--- config.mk ---
export PLATFORM = sky130hd
export DESIGN_NAME = decode_ctrl_stage
export DESIGN_NICKNAME = d
export VERILOG_FILES = /design/src/rtl/riscv_ctrl_pkg.sv /design/src/rtl/ctrl_decode.sv /design/src/rtl/decode_ctrl_stage.sv
export SDC_FILE = /design/constraint.sdc
export NUM_CORES = 1
export LEC_CHECK = 0
export BUFFER_PORTS_ARGS = -buffer_cell sky130_fd_sc_hd__buf_2
export CORE_MARGIN = 10
export CORE_UTILIZATION = 40
export DETAILED_ROUTE_END_ITERATION = 7
export PLACE_DENSITY = 0.78
export SYNTH_ARGS = -nofsm -noshare
export SYNTH_HDL_FRONTEND = slang
export SYNTH_SLANG_ARGS = --single-unit
--- constraint.sdc ---
create_clock -name clk -period 3.1 [get_ports clk]
set_input_delay 0.31 -clock clk [delete_from_list [all_inputs] [get_ports clk]]
set_output_delay 0.31 -clock clk [all_outputs]
set_load 0.02 [all_outputs]
--- src/rtl/riscv_ctrl_pkg.sv ---
// Shared RV32 decode constants, control encodings and the ID/EX control bundle.
// Used by ctrl_decode and decode_ctrl_stage (optional M support: DECODE_M_EXT_EN).
package riscv_ctrl_pkg;

   localparam logic [6:0] OP_LOAD   = 7'b0000011;
   localparam logic [6:0] OP_STORE  = 7'b0100011;
   localparam logic [6:0] OP_R      = 7'b0110011;
   localparam logic [6:0] OP_I      = 7'b0010011;
   localparam logic [6:0] OP_BRANCH = 7'b1100011;
   localparam logic [6:0] OP_JAL    = 7'b1101111;
   localparam logic [6:0] OP_JALR   = 7'b1100111;
   localparam logic [6:0] OP_LUI    = 7'b0110111;
   localparam logic [6:0] OP_AUIPC  = 7'b0010111;

   localparam logic [2:0] IMM_I = 3'b000;
   localparam logic [2:0] IMM_S = 3'b001;
   localparam logic [2:0] IMM_B = 3'b010;
   localparam logic [2:0] IMM_J = 3'b011;
   localparam logic [2:0] IMM_U = 3'b100;

   localparam logic [1:0] RES_ALU = 2'b00;
   localparam logic [1:0] RES_MEM = 2'b01;
   localparam logic [1:0] RES_PC4 = 2'b10;

   localparam logic [1:0] ALU_ADD    = 2'b00;
   localparam logic [1:0] ALU_BRANCH = 2'b01;
   localparam logic [1:0] ALU_FUNCT  = 2'b10;
   localparam logic [1:0] ALU_UPPER  = 2'b11;

   typedef struct packed {
      logic       reg_write;
      logic       alu_src;
      logic       mem_write;
      logic       branch;
      logic       jump;
      logic       jalr;
      logic       alu_a_src_pc;
      logic       mul_div;
      logic [2:0] imm_src;
      logic [1:0] result_src;
      logic [1:0] alu_op;
   } ctrl_bundle_t;

   typedef enum logic {
      MD_IDLE = 1'b0,
      MD_BUSY = 1'b1
   } md_state_e;

   // funct7=0100000 only encodes sub and sra
   function automatic logic alt_funct7_ok(input logic [2:0] funct3);
      return (funct3 == 3'b000) || (funct3 == 3'b101);
   endfunction

endpackage

--- src/rtl/ctrl_decode.sv ---
// Combinational RV32 main decoder: opcode/funct3/funct7 -> control bundle + illegal flag.
// Macro DECODE_M_EXT_EN makes funct7=0000001 R-type ops legal mul/div ops.
module ctrl_decode
   import riscv_ctrl_pkg::*;
(
   input  logic [6:0]   opcode_i,
   input  logic [2:0]   funct3_i,
   input  logic [6:0]   funct7_i,
   output ctrl_bundle_t ctrl_o,
   output logic         illegal_o
);

   ctrl_bundle_t ctrl_s;
   logic         illegal_s;

   // Raw per-opcode control; R-type funct7 legality checked inline
   always_comb begin
      ctrl_s    = '0;
      illegal_s = 1'b0;
      case (opcode_i)
         OP_LOAD: begin
            ctrl_s.reg_write  = 1'b1;
            ctrl_s.alu_src    = 1'b1;
            ctrl_s.imm_src    = IMM_I;
            ctrl_s.result_src = RES_MEM;
         end
         OP_STORE: begin
            ctrl_s.alu_src   = 1'b1;
            ctrl_s.mem_write = 1'b1;
            ctrl_s.imm_src   = IMM_S;
         end
         OP_R: begin
            ctrl_s.reg_write = 1'b1;
            ctrl_s.alu_op    = ALU_FUNCT;
            case (funct7_i)
               7'b0000000: illegal_s = 1'b0;
               7'b0100000: illegal_s = !alt_funct7_ok(funct3_i);
`ifdef DECODE_M_EXT_EN
               7'b0000001: ctrl_s.mul_div = 1'b1;
`endif
               default:    illegal_s = 1'b1;
            endcase
         end
         OP_I: begin
            ctrl_s.reg_write = 1'b1;
            ctrl_s.alu_src   = 1'b1;
            ctrl_s.imm_src   = IMM_I;
            ctrl_s.alu_op    = ALU_FUNCT;
         end
         OP_BRANCH: begin
            ctrl_s.branch  = 1'b1;
            ctrl_s.imm_src = IMM_B;
            ctrl_s.alu_op  = ALU_BRANCH;
         end
         OP_JAL: begin
            ctrl_s.reg_write  = 1'b1;
            ctrl_s.jump       = 1'b1;
            ctrl_s.imm_src    = IMM_J;
            ctrl_s.result_src = RES_PC4;
         end
         OP_JALR: begin
            ctrl_s.reg_write  = 1'b1;
            ctrl_s.jump       = 1'b1;
            ctrl_s.jalr       = 1'b1;
            ctrl_s.alu_src    = 1'b1;
            ctrl_s.imm_src    = IMM_I;
            ctrl_s.result_src = RES_PC4;
         end
         OP_LUI: begin
            ctrl_s.reg_write = 1'b1;
            ctrl_s.alu_src   = 1'b1;
            ctrl_s.imm_src   = IMM_U;
            ctrl_s.alu_op    = ALU_UPPER;
         end
         OP_AUIPC: begin
            ctrl_s.reg_write    = 1'b1;
            ctrl_s.alu_src      = 1'b1;
            ctrl_s.alu_a_src_pc = 1'b1;
            ctrl_s.imm_src      = IMM_U;
            ctrl_s.alu_op       = ALU_UPPER;
         end
         default: illegal_s = 1'b1;
      endcase
   end

   // Illegal encodings leave every control bit cleared so nothing downstream acts on them
   assign ctrl_o    = illegal_s ? '0 : ctrl_s;
   assign illegal_o = illegal_s;

endmodule

--- src/rtl/decode_ctrl_stage.sv ---
// Registered RV32 decode stage: valid/ready ID/EX register around ctrl_decode plus mul/div interlock.
// Macro DECODE_M_EXT_EN enables M decode and the busy FSM; otherwise md_busy is tied 0.
module decode_ctrl_stage
   import riscv_ctrl_pkg::*;
#(
   parameter int XLEN          = 32,
   parameter int MULDIV_CYCLES = 4
)(
   input  logic            clk,
   input  logic            rst_n,
   input  logic            in_valid,
   output logic            in_ready,
   input  logic [31:0]     instr,
   input  logic [XLEN-1:0] pc_in,
   input  logic            flush,
   output logic            out_valid,
   input  logic            out_ready,
   output logic            RegWrite,
   output logic            ALUSrc,
   output logic            MemWrite,
   output logic            Branch,
   output logic            Jump,
   output logic            Jalr,
   output logic            ALUASrcPC,
   output logic            MulDiv,
   output logic            Illegal,
   output logic [2:0]      ImmSrc,
   output logic [1:0]      ResultSrc,
   output logic [1:0]      ALUOp,
   output logic [2:0]      funct3,
   output logic            funct7b5,
   output logic [4:0]      rd,
   output logic [4:0]      rs1,
   output logic [4:0]      rs2,
   output logic [XLEN-1:0] pc_out,
   output logic            md_busy
);

   if (MULDIV_CYCLES < 1) begin : g_bad_cycles
      $error("decode_ctrl_stage: MULDIV_CYCLES must be >= 1");
   end

   ctrl_bundle_t    dec_s;
   logic            dec_illegal_s;
   ctrl_bundle_t    bundle_q;
   logic            illegal_q;
   logic            out_valid_q;
   logic [2:0]      funct3_q;
   logic            funct7b5_q;
   logic [4:0]      rd_q;
   logic [4:0]      rs1_q;
   logic [4:0]      rs2_q;
   logic [XLEN-1:0] pc_q;
   logic            md_busy_s;
   logic            accept_s;
   logic            handoff_s;

   ctrl_decode u_ctrl_decode (
      .opcode_i  (instr[6:0]),
      .funct3_i  (instr[14:12]),
      .funct7_i  (instr[31:25]),
      .ctrl_o    (dec_s),
      .illegal_o (dec_illegal_s)
   );

   // flush overrides in_ready: the slot is being discarded this cycle
   assign in_ready  = !md_busy_s && (!out_valid_q || out_ready);
   assign accept_s  = in_valid && in_ready && !flush;
   assign handoff_s = out_valid_q && out_ready;

   // ID/EX register: load on accept, drop valid on handoff or flush, otherwise hold
   always_ff @(posedge clk or negedge rst_n) begin
      if (!rst_n) begin
         out_valid_q <= 1'b0;
         bundle_q    <= '0;
         illegal_q   <= 1'b0;
         funct3_q    <= 3'b000;
         funct7b5_q  <= 1'b0;
         rd_q        <= 5'd0;
         rs1_q       <= 5'd0;
         rs2_q       <= 5'd0;
         pc_q        <= '0;
      end else if (accept_s) begin
         out_valid_q <= 1'b1;
         bundle_q    <= dec_s;
         illegal_q   <= dec_illegal_s;
         funct3_q    <= instr[14:12];
         funct7b5_q  <= instr[30];
         rd_q        <= instr[11:7];
         rs1_q       <= instr[19:15];
         rs2_q       <= instr[24:20];
         pc_q        <= pc_in;
      end else if (flush || handoff_s) begin
         out_valid_q <= 1'b0;
      end else begin
         out_valid_q <= out_valid_q;
      end
   end

`ifdef DECODE_M_EXT_EN
   localparam int CNT_W = $clog2(MULDIV_CYCLES) + 1;

   md_state_e        state_q;
   logic [CNT_W-1:0] cnt_q;

   // Interlock FSM: busy for MULDIV_CYCLES cycles after a mul/div bundle leaves; flush has no say
   always_ff @(posedge clk or negedge rst_n) begin
      if (!rst_n) begin
         state_q <= MD_IDLE;
         cnt_q   <= '0;
      end else begin
         case (state_q)
            MD_IDLE: begin
               if (handoff_s && bundle_q.mul_div) begin
                  state_q <= MD_BUSY;
                  cnt_q   <= CNT_W'(MULDIV_CYCLES - 1);
               end else begin
                  state_q <= MD_IDLE;
               end
            end
            MD_BUSY: begin
               if (cnt_q == '0) begin
                  state_q <= MD_IDLE;
               end else begin
                  cnt_q <= cnt_q - 1'b1;
               end
            end
            default: begin
               state_q <= MD_IDLE;
               cnt_q   <= '0;
            end
         endcase
      end
   end

   assign md_busy_s = (state_q == MD_BUSY);
`else
   assign md_busy_s = 1'b0;
`endif

   assign out_valid = out_valid_q;
   assign md_busy   = md_busy_s;
   assign RegWrite  = bundle_q.reg_write;
   assign ALUSrc    = bundle_q.alu_src;
   assign MemWrite  = bundle_q.mem_write;
   assign Branch    = bundle_q.branch;
   assign Jump      = bundle_q.jump;
   assign Jalr      = bundle_q.jalr;
   assign ALUASrcPC = bundle_q.alu_a_src_pc;
   assign MulDiv    = bundle_q.mul_div;
   assign ImmSrc    = bundle_q.imm_src;
   assign ResultSrc = bundle_q.result_src;
   assign ALUOp     = bundle_q.alu_op;
   assign Illegal   = illegal_q;
   assign funct3    = funct3_q;
   assign funct7b5  = funct7b5_q;
   assign rd        = rd_q;
   assign rs1       = rs1_q;
   assign rs2       = rs2_q;
   assign pc_out    = pc_q;

endmodule

Word-level counts from Yosys, hierarchy flattened
Cells that the tools add are included.
W data, S select, Z words.
{ "word_totals": {"output_inout_bits": 70, "ram_bits": 0, "latch_bits": 0, "in_bits": 69, "mem_bits_ro": 0, "elab_cells": 63, "ff_bits": 68, "mem_count": 0} }
{ "op_classes": {"div_mod_pow": 0, "reduce_logical": 18, "n_addsub": 0, "eq_ne": 11, "bitwise": 0, "shifts": 0, "n_mux": 15, "magnitude_cmp": 0, "multipliers": 0} }
{ "ops": {"columns": ["cell", "n"], "rows": [
  ["$eq A7 B6 Y1 const B", 4],
  ["$eq A7 B7 Y1 const B", 3],
  ["$mux W15", 1],
  ["$eq A7 B5 Y1 const B", 2],
  ["$pmux W3 S4", 1],
  ["$mux W1", 9],
  ["$reduce_or A8 Y1", 1],
  ["$eq A7 B2 Y1 const B", 1],
  ["$logic_not A7 Y1", 1],
  ["$reduce_or A7 Y1", 1],
  ["$pmux W2 S3", 1],
  ["$reduce_or A2 Y1", 3],
  ["$reduce_or A6 Y1", 1],
  ["$pmux W1 S2", 2],
  ["$pmux W2 S2", 1],
  ["$eq A3 B3 Y1 const B", 1],
  ["$logic_and A1 B1 Y1", 3],
  ["$logic_not A1 Y1", 3],
  ["$logic_not A3 Y1", 1],
  ["$logic_or A1 B1 Y1", 3],
  ["$reduce_bool A2 Y1", 1]
]} }

Logic depth before layout (Yosys ltp)
Gate-level depths: netlist of run 1.
{ "logic_depth": {"depth_word": 6, "ltp_mapped": 7, "mapped_depth_nobuf": 5} }

Modules after synthesis
Synthesis of run 1 repeated with hierarchy kept, for this count alone.
{ "unflattened": {"hier_cells": 190, "area_unflattened_um2": 2830.2} }
{ "by_module_without_submodules": {"columns": ["module", "area_per_inst_um2", "cells_each", "instances", "seq_area_each_um2"], "rows": [
  ["decode_ctrl_stage", 2561.2, 149, 1, 1701.6],
  ["ctrl_decode", 269.0, 41, 1, 0.0]
]} }

Least setup slack after synthesis of run 1
Ideal clock, no wire load.
{ "synth_path": {"path_type": "reg-to-reg", "start": "register out_valid_q, in the netlist out_valid", "end": "register funct3_q[0], in the netlist funct3[0]", "setup_time_ps": 65, "t_arrival_ps": 1458, "path_buffers": 2, "setup_slack_ps": 1577, "required_ps": 3035, "synth_period_minus_slack_ps": 1523, "path_stages_with_launch": 8, "cell_sequence": "dfrtp_1 nor2b_1 inv_1 nand3b_1 buf_6 clkbuf_1 nand2_1 nand2_1"} }
{ "synth_via": {"elab_chain_cells": 4} }
{ "synth_rtl": {"columns": ["element", "line_no", "rtl"], "rows": [
  ["start: declaration", "decode_ctrl_stage.sv:47", "logic out_valid_q;"],
  ["start signal: assignment", "decode_ctrl_stage.sv:96", "out_valid_q <= out_valid_q;"],
  ["$logic_not A1 Y1", "decode_ctrl_stage.sv:67", "assign in_ready = !md_busy_s && (!out_valid_q || out_ready);"],
  ["$logic_or A1 B1 Y1", "decode_ctrl_stage.sv:67", null],
  ["net in_ready", "decode_ctrl_stage.sv:12", "output logic in_ready,"],
  ["$logic_and A1 B1 Y1 (2 in a row)", "decode_ctrl_stage.sv:68", "assign accept_s = in_valid && in_ready && !flush;"],
  ["end signal: assignment", "decode_ctrl_stage.sv:87", "funct3_q <= instr[14:12];"],
  ["end: declaration", "decode_ctrl_stage.sv:48", "logic [2:0] funct3_q;"]
]} }
The timed path passes the listed nets, and every way through them passes these cells.
A chain may end at the register's enable or synchronous reset.

Final worst setup path of run 1
{ "layout_path": {"start": "register out_valid_q, in the netlist out_valid", "end": "register illegal_q, in the netlist Illegal"} }
{ "layout_via": {"elab_chain_cells": 4} }
{ "layout_rtl": {"columns": ["element", "line_no", "rtl"], "rows": [
  ["$logic_not A1 Y1", "decode_ctrl_stage.sv:67", null],
  ["$logic_or A1 B1 Y1", "decode_ctrl_stage.sv:67", null],
  ["$logic_and A1 B1 Y1 (2 in a row)", "decode_ctrl_stage.sv:68", null],
  ["end signal: assignment", "decode_ctrl_stage.sv:86", "illegal_q <= dec_illegal_s;"],
  ["end: declaration", "decode_ctrl_stage.sv:46", "logic illegal_q;"]
]} }
No other way between the ends.

==> metrics, run 1 <==
drt drc=0; Syn Area/Cell=about 9.1 um2; initial antenna violation count=0; post-synth cell types=38; Hold Path Class=input pin to async pin; post_cts resized=0; main combinational cell family by area after synthesis=simple AND/OR/NAND/NOR gates; drt initial violations=50; CTS root buffer=clkbuf_8; routed vias=around 2400; DIE WIDTH=103 um; clock slew at reported path FFs=roughly 70 ps; critical path depth=4; Die Y=103 um; fraction of layout cells with a size suffix above 1=a little under two fifths; XOR/XNOR Fraction of Synth Area=0.630%; num rows=30; largest net degree at the start of global routing=68; Setup TNS Final=0 ps; Top FF cell, synth=dfrtp_1; hpwl dp=approximately 6000 um; Yosys top cell area share=between 60% and 70%; # setup viols final=0; total track usage=around 15%; CP startpoint kind=flop; synthesized instance count=about 300; Buffers on Ports=roughly 140; PD cells=~590 mW/mm2; Simple-Gate Fraction of Synth Area=between 20% and 30%; GPL Wtd Cong=roughly 0.78; skew final=6.90 ps; static leakage=about 2.1 nW; Syn-to-layout area delta=33.1%; RSZ-0062 raised after global routing=no; delay-heaviest family, CP=buffers and inverters; first-pass GRT wire length=roughly 12000 um; CP Buf/Inv Count=1; synth warn=0; Synth area leaders=dfrtp_1 (60%), nand2_1 (23%), o21ai_0 (1.3%), o32ai_4 (0.99%), buf_6 (0.81%); post-synth top area cell=dfrtp_1; CTS tree=built; Seq/Total Area, Yosys=between 60% and 70%; Die ar.=around 0.011 mm2; r2r startpoint=out_valid; hold slack final=160 ps; final WL=just under 8000 um; Starting Density=41.1%; clk_lat worst skew=~330 ps; Max-Cap Viols=0; Final Slew Violations=0; mux contribution to synthesized area=less than 1%; number of synthesized register bits=67; Async S/R FF share, synth=100%; DR pass1 iterations=4; Worst R2R Path Depth=4; f_max=0.595 GHz; Post-synth EDFFs=0; htree depth=3; worst path required time=around 3300 ps; worst setup path startpoint=out_valid; CP cell instances=nor2b_1, nor3b_2, buf_4, mux2_2; placed cell area=0.00351 mm2; final hold violations=0; post-CTS setup buffers=0; Final Cycle Share=54.2%; CP arrival=roughly 1900 ps; cell area after layout=between 0.003 and 0.004 mm2; io pins=roughly 140; clock buffer depth=2; Slew headroom=44.6%; Core Footprint=0.00676 mm2; final worst path period need=about 1700 ps; CP max stage cell=buf_4; status=completed; Inserted Clock Buffers=9; # fillers=628; synthesized area=between 0.002 and 0.003 mm2; Via density=between 4 and 5; GRT Residual Overflow=0; CTS Hold Bufs=0; ANT nets after route=0; CP endpoint kind=flop; routed length per instance=between 10 and 15 um; Worst Path Max Fanout=56; Post-synth top cells=nand2_1 (167), dfrtp_1 (67), o21ai_0 (7); crit-path max cell delay=between 400 and 500 ps; most frequent cell after synthesis=nand2_1; Compound-Gate Fraction of Synth Area=6.30%; Synth Area in Adders=0%; Final Net Count=508; Worst-Margin Slew=around 830 ps; vias in the first global route=approximately 2600; Setup CP Type=flop to flop; n_diodes=0; Num Clock Sinks=between 60 and 70; maximum VDD drop=roughly 0.00034 V
[where the power goes]
part	internal, W	switching [W]
clock network	0.000369	0.000310
registers	0.000976	0.0000499
logic	0.000158	0.000310
[path summary, 6_finish.rpt]
| kind | endpoint | slack (ps) |
|---|---|---|
| worst max-delay path | Illegal | 1420 |
| worst min-delay path | rs1[1] | 160 |
| worst max register to register | Illegal | 1420 |
| worst min register to register | pc_out[28] | 470 |
| max in group asynchronous | ImmSrc[2] | 2390 |
| min in group clk | rs2[3] | 160 |
[stage by stage]
step / util, % / power, W / cells / setup WS (ps)
2_1_floorplan: - / 0.00131 / 305 / 1580
3_3_place_gp: 52.0 / 0.00150 / 508 / 1400
3_5_place_dp: 52.0 / 0.00152 / 508 / 1370
4_1_cts: 54.7 / 0.00220 / 522 / 1380
5_1_grt: 54.7 / 0.00231 / 522 / 1250
6_report: 54.7 / 0.00217 / 522 / 1420
[area by class of cell]
| cell class | count | area [um2] | area share, % |
|---|---|---|---|
| clock buffer | 13 | 179 | 4.84 |
| clock inverter | 1 | 7.51 | 0.203 |
| inverter | 2 | 7.51 | 0.203 |
| multi-input combinational | 218 | 1010 | 27.3 |
| sequential | 67 | 1680 | 45.3 |
| tap | 80 | 100 | 2.71 |
| timing repair buffer | 141 | 718 | 19.4 |
[layout by cell type, fill, tap and decap left out, drive strengths merged, types with 2 or more instances in the layout]
| cell | Yosys | final |
|---|---|---|
| nor3 | 4 | 4 |
| nor2 | 6 | 6 |
| o41ai | 3 | 3 |
| nand2 | 167 | 167 |
| and2b | 2 | 2 |
| conb | 1 | 2 |
| dfrtp | 67 | 67 |
| a21oi | 2 | 2 |
| nand3b | 2 | 2 |
| clkbuf | 6 | 13 |
| buf | 12 | 141 |
| or4 | 2 | 2 |
| o21ai | 7 | 7 |
| inv | 2 | 2 |
| nand3 | 2 | 2 |
| o31ai | 2 | 2 |
| xor2 | 2 | 2 |
[flip-flops by register name (all words and copies together) (netlist names), 2 cells and up]
name and count:
ResultSrc 2, ImmSrc 3, rs1 5, rd 5, rs2 5, ALUOp 2
funct3 3, pc_out 32
[worst register-to-register path, stage by stage, from the launching register on]
cell	delay [ps]
dfrtp_1	370
nor2b_1	160
nor3b_2	150
buf_4	490
mux2_2	400
[cell families after synthesis]
family / Yosys count
XOR/XNOR: 2
other: 1
AND/OR/NAND/NOR: 192
AO/OA/AOI/OAI: 21
multiplexers: 1
buffers and inverters: 20
flip-flops: 67
[metal layers]
layer,GRT usage [%],up-vias,part of all wire [%]
met5,0,-,0
met4,5.03,0,1.3
met3,8.04,7,12
met2,22.7,110,45
met1,17.6,1110,41
li1,-,1222,-
No activity file was read; power rests on OpenSTA's default activity.
==> inputs of run 2 (changes only) <==
--- a/config.mk
+++ b/config.mk
@@ -9,7 +9,7 @@
 export CORE_MARGIN = 10
 export CORE_UTILIZATION = 40
 export DETAILED_ROUTE_END_ITERATION = 7
-export PLACE_DENSITY = 0.78
+export PLACE_DENSITY = 0.81
 export SYNTH_ARGS = -nofsm -noshare
 export SYNTH_HDL_FRONTEND = slang
 export SYNTH_SLANG_ARGS = --single-unit
==> constraint.sdc (replaced) <==
create_clock -name clk -period 1.5 [get_ports clk]
set_input_delay 0.15 -clock clk [delete_from_list [all_inputs] [get_ports clk]]
set_output_delay 0.15 -clock clk [all_outputs]
set_load 0.02 [all_outputs]
==> metrics, run 2 (synthesis gave the netlist of run 1 again) <==
CP startpoint kind=input pin; worst r2r dst=ResultSrc[0]; worst hold start=pc_in[27]; f_max=0.724 GHz; Buffers on Ports=around 140; # setup viols final=0; DIE WIDTH=roughly 100 um; cell total after placement=513; CTS root buffer=clkbuf_8; first-pass GRT wire length=~13000 um; GRT Residual Overflow=0; Via density=4.73; R2R Setup Slk=between 100 and 150 ps; status=completed; CP arrival=between 1500 and 2000 ps; hold slack final=approximately 15 ps; CTS tree=built; Die ar.=between 0.01 and 0.015 mm2; num rows=30; Inserted Clock Buffers=9; final worst path period need=approximately 1400 ps; ANT nets after route=0; PD cells=between 1000 and 1500 mW/mm2; r2r startpoint=out_valid; Final Slew Violations=0; initial antenna violation count=0; Core Footprint=slightly below 0.007 mm2; WHS Endpoint=pc_out[27]; non-filler cells, final=547; placed cell area=between 0.003 and 0.004 mm2; skew final=between 5 and 6 ps; max reg flops=32; Max-Cap Viols=0; io pins=approximately 140; total track usage=between 10% and 20%; final WL=~8100 um; Starting Density=between 40 and 50%; htree depth=3; routed vias=roughly 2600; Setup CP Type=input pin to flop; Hold Path Class=input pin to flop; Final Cycle Share=between 90% and 100%; fraction of layout cells with a size suffix above 1=36.4%; most frequent cells in the layout=nand2_1 (167), buf_2 (136), dfrtp_1 (67); Setup TNS Final=0 ps; Num Clock Sinks=67; Syn-to-layout area delta=44.4%; vias in the first global route=roughly 2700; worst path required time=approximately 1700 ps; CP endpoint kind=flop; Worst Path Max Fanout=21; DR pass1 iterations=4; n_diodes=0; routed length per instance=around 15 um; drt initial violations=94; cell area after layout=roughly 0.004 mm2; maximum VDD drop=~0.00041 V; Final Net Count=about 530; clock buffer depth=2; clock slew at reported path FFs=~60 ps; GPL Wtd Cong=slightly above 0.8; final hold violations=0; static leakage=2.25 nW; hpwl dp=6100 um; clk_lat worst skew=330 ps; Die Y=around 100 um; worst hold stages=3; Worst R2R Path Depth=6; drt drc=0; commonest non-fill, non-tap cell in the layout=nand2_1; RSZ-0062 raised after global routing=no; largest net degree at the start of global routing=68
[run 2: changes by cell type in the layout (fill, tap and decap cells not counted), moves of 2 or more]
cell,before,now
buf_12,0,6
clkbuf_1,0,4
dlygate4sd3_1,0,18
clkbuf_8,13,10
o21ai_1,0,2
o21ai_0,7,5
[run 2: area by class of cell]
class,instances,area (um2)
fill,593,2740
sequential,67,1680
multi-input combinational,218,1030
timing repair buffer,164,1010
clock buffer,14,153
tap,80,100
clock inverter,2,35.0
inverter,2,7.51
[run 2: critical path, stage by stage]
cell and delay (ps):
dlygate4sd3_1 540, buf_2 140, nand3b_1 210, buf_12 190, buf_12 160, a32o_1 210
[run 2: metal layers]
layer,track usage [%],vias to the layer above,part of all wire (%)
met3,5.51,13,9.3
met2,25.7,98,49
met5,0,-,0
met1,17.4,1198,40
li1,-,1276,-
met4,6.74,0,1.6
[run 2: metrics by stage]
stage / power (W) / util [%] / worst slack (ps)
3_3_place_gp: 0.00315 / 53.6 / 41.2
2_1_floorplan: 0.00271 / - / 50.8
3_5_place_dp: 0.00319 / 53.6 / 3.43
6_report: 0.00462 / 59.4 / 118
5_1_grt: 0.00488 / 59.4 / 34.5
4_1_cts: 0.00468 / 59.1 / 34.8
[run 2: what timing repair did]
item / in CTS / in global routing
hold buffers: 18 / 0
gates resized for setup: 0 / 6
endpoints found under the setup margin: 0 / 54
endpoints found under the hold margin: 84 / 0
buffers inserted: 0 / 0
[run 2: where the power goes]
part	internal (W)	total (W)	switching, W
Combinational	0.000391	0.00106	0.000672
Sequential	0.00202	0.00212	0.000105
Clock	0.000814	0.00143	0.000617
[run 2: worst max path at each step]
stage,start,end,slack [ps],cells past startpoint
global placement,instr[28],Illegal,40,5
detailed placement,instr[28],Illegal,3,5
global route,out_valid,ResultSrc[0],30,6
CTS,out_valid,Branch,30,6
finish,flush,ResultSrc[0],120,6
floorplan,out_valid,MemWrite,50,5
